===== src/rtl/pipe_stage_reg_pkg.sv =====
// pipe_stage_reg_pkg: shared pipeline constants (PC init, NOP) and the stage state encoding
package pipe_stage_reg_pkg;

    localparam logic [31:0] PC_INIT = 32'hBFC0_0000;
    localparam logic [31:0] NOP     = 32'h0000_0000;

    // The encoding doubles as the occupancy count reported on occ.
    typedef enum logic [1:0] {
        ST_EMPTY = 2'd0,
        ST_ONE   = 2'd1,
        ST_TWO   = 2'd2
    } state_t;

endpackage


===== src/rtl/pipe_stage_reg.sv =====
// pipe_stage_reg: elastic pipeline boundary register (1- or 2-entry) with valid/ready, flush and NOP bubbles
//   cpu_clk_50M, cpu_rst        : clock, async active-high reset
//   flush                       : synchronous discard of all held entries
//   in_valid/in_ready/in_pc/in_data     : upstream handshake and entry
//   out_valid/out_ready/out_pc/out_data : downstream handshake and entry (from main only)
//   occ                         : number of held entries (0..2)
module pipe_stage_reg
    import pipe_stage_reg_pkg::*;
#(
    parameter int                PC_W     = 32,
    parameter int                DATA_W   = 32,
    parameter logic [PC_W-1:0]   PC_RST   = PC_W'(PC_INIT),
    parameter logic [DATA_W-1:0] DATA_RST = DATA_W'(NOP),
    parameter bit                SKID     = 1'b1
) (
    input  logic              cpu_clk_50M,
    input  logic              cpu_rst,
    input  logic              flush,
    input  logic              in_valid,
    output logic              in_ready,
    input  logic [PC_W-1:0]   in_pc,
    input  logic [DATA_W-1:0] in_data,
    output logic              out_valid,
    input  logic              out_ready,
    output logic [PC_W-1:0]   out_pc,
    output logic [DATA_W-1:0] out_data,
    output logic [1:0]        occ
);

    state_t              state, state_nx;
    logic                rdy_q;
    logic                acc, con, load_main, load_skid;
    logic [PC_W-1:0]     main_pc, skid_pc;
    logic [DATA_W-1:0]   main_data, skid_data;

    assign acc = in_valid && in_ready;
    assign con = out_valid && out_ready;

    // rdy_q is the registered in_ready when SKID=1; with SKID=0 it only
    // keeps in_ready low from reset until the first edge after release.
    always_ff @(posedge cpu_clk_50M or posedge cpu_rst) begin
        if (cpu_rst) begin
            state <= ST_EMPTY;
            rdy_q <= 1'b0;
        end else begin
            state <= state_nx;
            rdy_q <= SKID ? (state_nx != ST_TWO) : 1'b1;
        end
    end

    always_comb begin
        state_nx = state;
        if (flush)
            state_nx = ST_EMPTY;
        else if (state == ST_EMPTY)
            state_nx = acc ? ST_ONE : ST_EMPTY;
        else if (state == ST_ONE)
            state_nx = con ? (acc ? ST_ONE : ST_EMPTY) : ((acc && SKID) ? ST_TWO : ST_ONE);
        else
            state_nx = con ? ST_ONE : ST_TWO;
    end

    always_comb begin
        out_valid = state != ST_EMPTY;
        in_ready  = SKID ? rdy_q : rdy_q && ((state == ST_EMPTY) || out_ready);
        out_pc    = out_valid ? main_pc : PC_RST;
        out_data  = out_valid ? main_data : DATA_RST;
        occ       = state;
    end

    // Main refills from the input when it empties or drains this cycle,
    // or from skid when the stage holds two entries and one leaves.
    assign load_main = !flush && (((state == ST_EMPTY) && acc)
                               || ((state == ST_ONE) && acc && con)
                               || ((state == ST_TWO) && con));
    assign load_skid = !flush && SKID && (state == ST_ONE) && acc && !con;

    always_ff @(posedge cpu_clk_50M or posedge cpu_rst) begin
        if (cpu_rst) begin
            main_pc   <= PC_RST;
            main_data <= DATA_RST;
            skid_pc   <= '0;
            skid_data <= '0;
        end else begin
            if (load_main) begin
                main_pc   <= (state == ST_TWO) ? skid_pc : in_pc;
                main_data <= (state == ST_TWO) ? skid_data : in_data;
            end
            if (load_skid) begin
                skid_pc   <= in_pc;
                skid_data <= in_data;
            end
        end
    end

endmodule

===== config.mk =====
export PLATFORM = sky130hd
export DESIGN_NAME = pipe_stage_reg
export DESIGN_NICKNAME = d
export VERILOG_FILES = /design/src/rtl/pipe_stage_reg_pkg.sv /design/src/rtl/pipe_stage_reg.sv
export SDC_FILE = /design/constraint.sdc
export NUM_CORES = 1
export LEC_CHECK = 0
export ABC_AREA = 0
export CAP_MARGIN = 20
export CORE_ASPECT_RATIO = 0.8
export CORE_MARGIN = 3
export CORE_UTILIZATION = 50
export CTS_CLUSTER_SIZE = 25
export DETAILED_ROUTE_END_ITERATION = 16
export DONT_BUFFER_PORTS = 1
export SYNTH_ARGS = -nofsm -noshare
export SYNTH_HDL_FRONTEND = slang
export SYNTH_SLANG_ARGS = --single-unit

===== constraint.sdc =====
create_clock -name cpu_clk_50M -period 7.55 [get_ports cpu_clk_50M]
set_input_delay 1.51 -clock cpu_clk_50M [delete_from_list [all_inputs] [get_ports cpu_clk_50M]]
set_output_delay 1.51 -clock cpu_clk_50M [all_outputs]
set_load 0.05 [all_outputs]

==> results.cfg <==
[worst_setup_path]
cp_data_required_time_ns = 6.04
end_kind = primary output
crit_path_start_kind = flop
arrival_ns = 2.72
r2r_cells = 4
crit_type = flop to primary output
critPathMaxFanout = 37

[hold_path]
hp-class = flop to flop
worstHoldPathCells = 2

[sta]
drv_slew = 0
setup_viol_count_final = 0
max_freq_mhz = 236
final_hold_viol_count = 0
fin_crit_ns = 4.23
finalClockSkew_ns = 0.00662
grt_setup_unrepaired = false
slew_headroom_pct = 32.5
final.setup.tns_ns = 0
period_share_pct = 56.1
tightest_slew_ns = 1.01

[logic_synthesis]
synth.distinct_cells = 25
yosysSeqAreaShare_pct = 53.1
ys_ff_latch = 131
netlist_instances = 504
yosys_warnings = 0
syn_avg_cell_area_sq_um = 12.3
syn_nets = 573
netlist_area_sq_mm = 0.00620

[finish]
antenna_cells = 0
multi_input_area_sq_mm = 0.00269
layout-drive-gt1-share_pct = 24.0
fillers = 978
final_cells = 656
nNetsFinal = 564
regArea_sq_mm = 0.00329
area_growth_pct = 10.3

[grt]
grt_max_degree = 129
antenna_found_initial = 0
grt_pass1_vias = 3823
grtUsageTotal_pct = 18.6
grt_pass1_wl_um = 20000
grt.overflow.total = 0

[route]
vias_per_cell = 5.50
drtIter0Drc = 125
postRouteAntennaNets = 0
drtPass1Iterations = 4
avgRoutedWirePerCell_um = 18.6
routed_wl_um = 12200
drc_errors = 0
vias = 3606

[clocking]
numCtsBuffers = 17
tritoncts = done
post_cts_buffers = 0
cts.htree.levels = 4
cts_max_path_buffers = 2
clockRootBuffer = clkbuf_16
cts_num_sinks = 131
clkTransAtPathRegs_ns = 0.05
cts-resized-gates = 0
clk-insertion-delay-late_ns = 0.41
postCtsHoldBufs = 0

[floorplanning]
die-area_sq_mm = 0.0138
die_x_um = 130
pin_count = 137
initial_core_util_pct = 52.4
fp.dieH_um = 106
core-area_sq_mm = 0.0118
num_rows = 35

[power_and_ir_drop]
powerDensity_mw_per_mm2 = 324
fin_total_pwr_mw = 2.22
ir_drop_uv = 158
power.leakage_nw = 3.58

[placed_design]
dp.cells = 623
place_congestion = 0.718
place.port_buffers = 0
dp_hpwl_um = 7550

[flow_run]
maxCapViolations = 0

[run_status]
status = complete, no violations
-- registers in the layout, indices dropped and copies added, names as in the netlist --
| name | flops |
|---|---|
| in_ready | 1 |
| main_data | 32 |
| main_pc | 32 |
| occ | 2 |
| skid_data | 32 |
| skid_pc | 32 |
-- cells by family after synthesis --
group,synth area share (%)
compound gates,5.51
buf+inv,4.06
mux,25.8
simple gates,11.6
flops,53.1
-- placed cells by master (no fill, tap or decap) --
cell type and n:
mux2i_1 65, nand2_1 64, clkinvlp_4 1, buf_4 5, or3_1 1, inv_1 2, nand2b_4 1, clkinv_2 3
nor2_4 1, bufinv_16 1, nor3_2 1, o21ai_0 64, dfstp_2 9, clkbuf_16 17, o21ai_1 1, or2_2 9
nor4bb_1 1, clkbuf_1 5, a31oi_4 1, nand3_4 1, mux2_4 60, dfrtp_1 122, clkbuf_8 5, mux2_2 4
inv_6 1, nor2b_1 55, a21oi_1 2, nand2b_1 2, nor2_1 1, and2_1 1, buf_16 2
-- synthesized netlist by cell type --
library cell	instances	area share [%]
inv_1	3	0.18
mux2_4	60	15
nor2b_1	55	5.6
and2_1	1	0.10
buf_6	9	1.6
o21ai_0	64	5.2
clkbuf_1	9	0.55
or3_1	1	0.10
nand3_4	1	0.28
dfstp_2	9	3.8
mux2_2	4	0.73
buf_4	8	0.97
mux2i_1	65	11
nor2_1	2	0.12
nor4bb_1	1	0.16
a31oi_1	1	0.10
nor3_2	1	0.16
dfrtp_1	122	49
a21oi_1	2	0.16
nand2b_1	3	0.30
nand2_1	64	3.9
o21ai_1	1	0.081
or2_2	9	0.91
clkbuf_2	3	0.24
buf_2	6	0.48
-- layer usage --
layer  share of wire (%)  track usage [%]  vias to the layer above
li1                    -                -                     1687
met1                  44             24.2                     1805
met2                  47             28.8                      102
met3                 7.5             6.84                       12
met4                 1.3             5.95                        0
met5                   0                0                        -
-- critical path, stage by stage (launching register included) --
cell	delay (ns)
dfrtp_1	0.85
nor2_4	0.30
buf_4	0.34
nor2b_1	0.79
-- stage by stage --
stage / hold slack (ns) / util (%) / worst slack (ns) / area, sq um
after floorplan: 0.442 / - / 2.56 / 6200
after global placement: 0.455 / 52.6 / 3.80 / 6210
after detailed placement: 0.462 / 52.8 / 3.72 / 6240
after CTS: 0.474 / 57.6 / 3.28 / 6810
after global routing: 0.498 / 57.8 / 3.22 / 6830
final: 0.468 / 57.8 / 3.32 / 6830
-- where the power goes --
part / internal, mW / switching, mW
Clock: 0.496 / 0.284
Combinational: 0.205 / 0.254
Sequential: 0.882 / 0.0960
Total: 1.58 / 0.634
-- layout make-up --
type | instances | area share (%)
flip-flops and latches | 131 | 48.1
multi-input cells | 335 | 39.3
clock buffers | 27 | 7.51
well taps | 148 | 2.71
repair buffers | 7 | 1.35
clock inverters | 5 | 0.769
inverters | 3 | 0.238
-- final timing paths --
kind	start	to	slack, ns
max	occ[1]$_DFF_PP0_	out_pc[19]	3.32
min	main_pc[3]$_DFFE_PP0P_	main_pc[3]$_DFFE_PP0P_	0.47
max reg2reg	occ[1]$_DFF_PP0_	skid_data[30]$_DFFE_PP0P_	4.82
min reg2reg	main_pc[3]$_DFFE_PP0P_	main_pc[3]$_DFFE_PP0P_	0.47
max in group asynchronous	cpu_rst	skid_pc[28]$_DFFE_PP0P_	5.18
min in group asynchronous	cpu_rst	skid_data[27]$_DFFE_PP0P_	0.99
No activity file was read; power rests on OpenSTA's default activity.
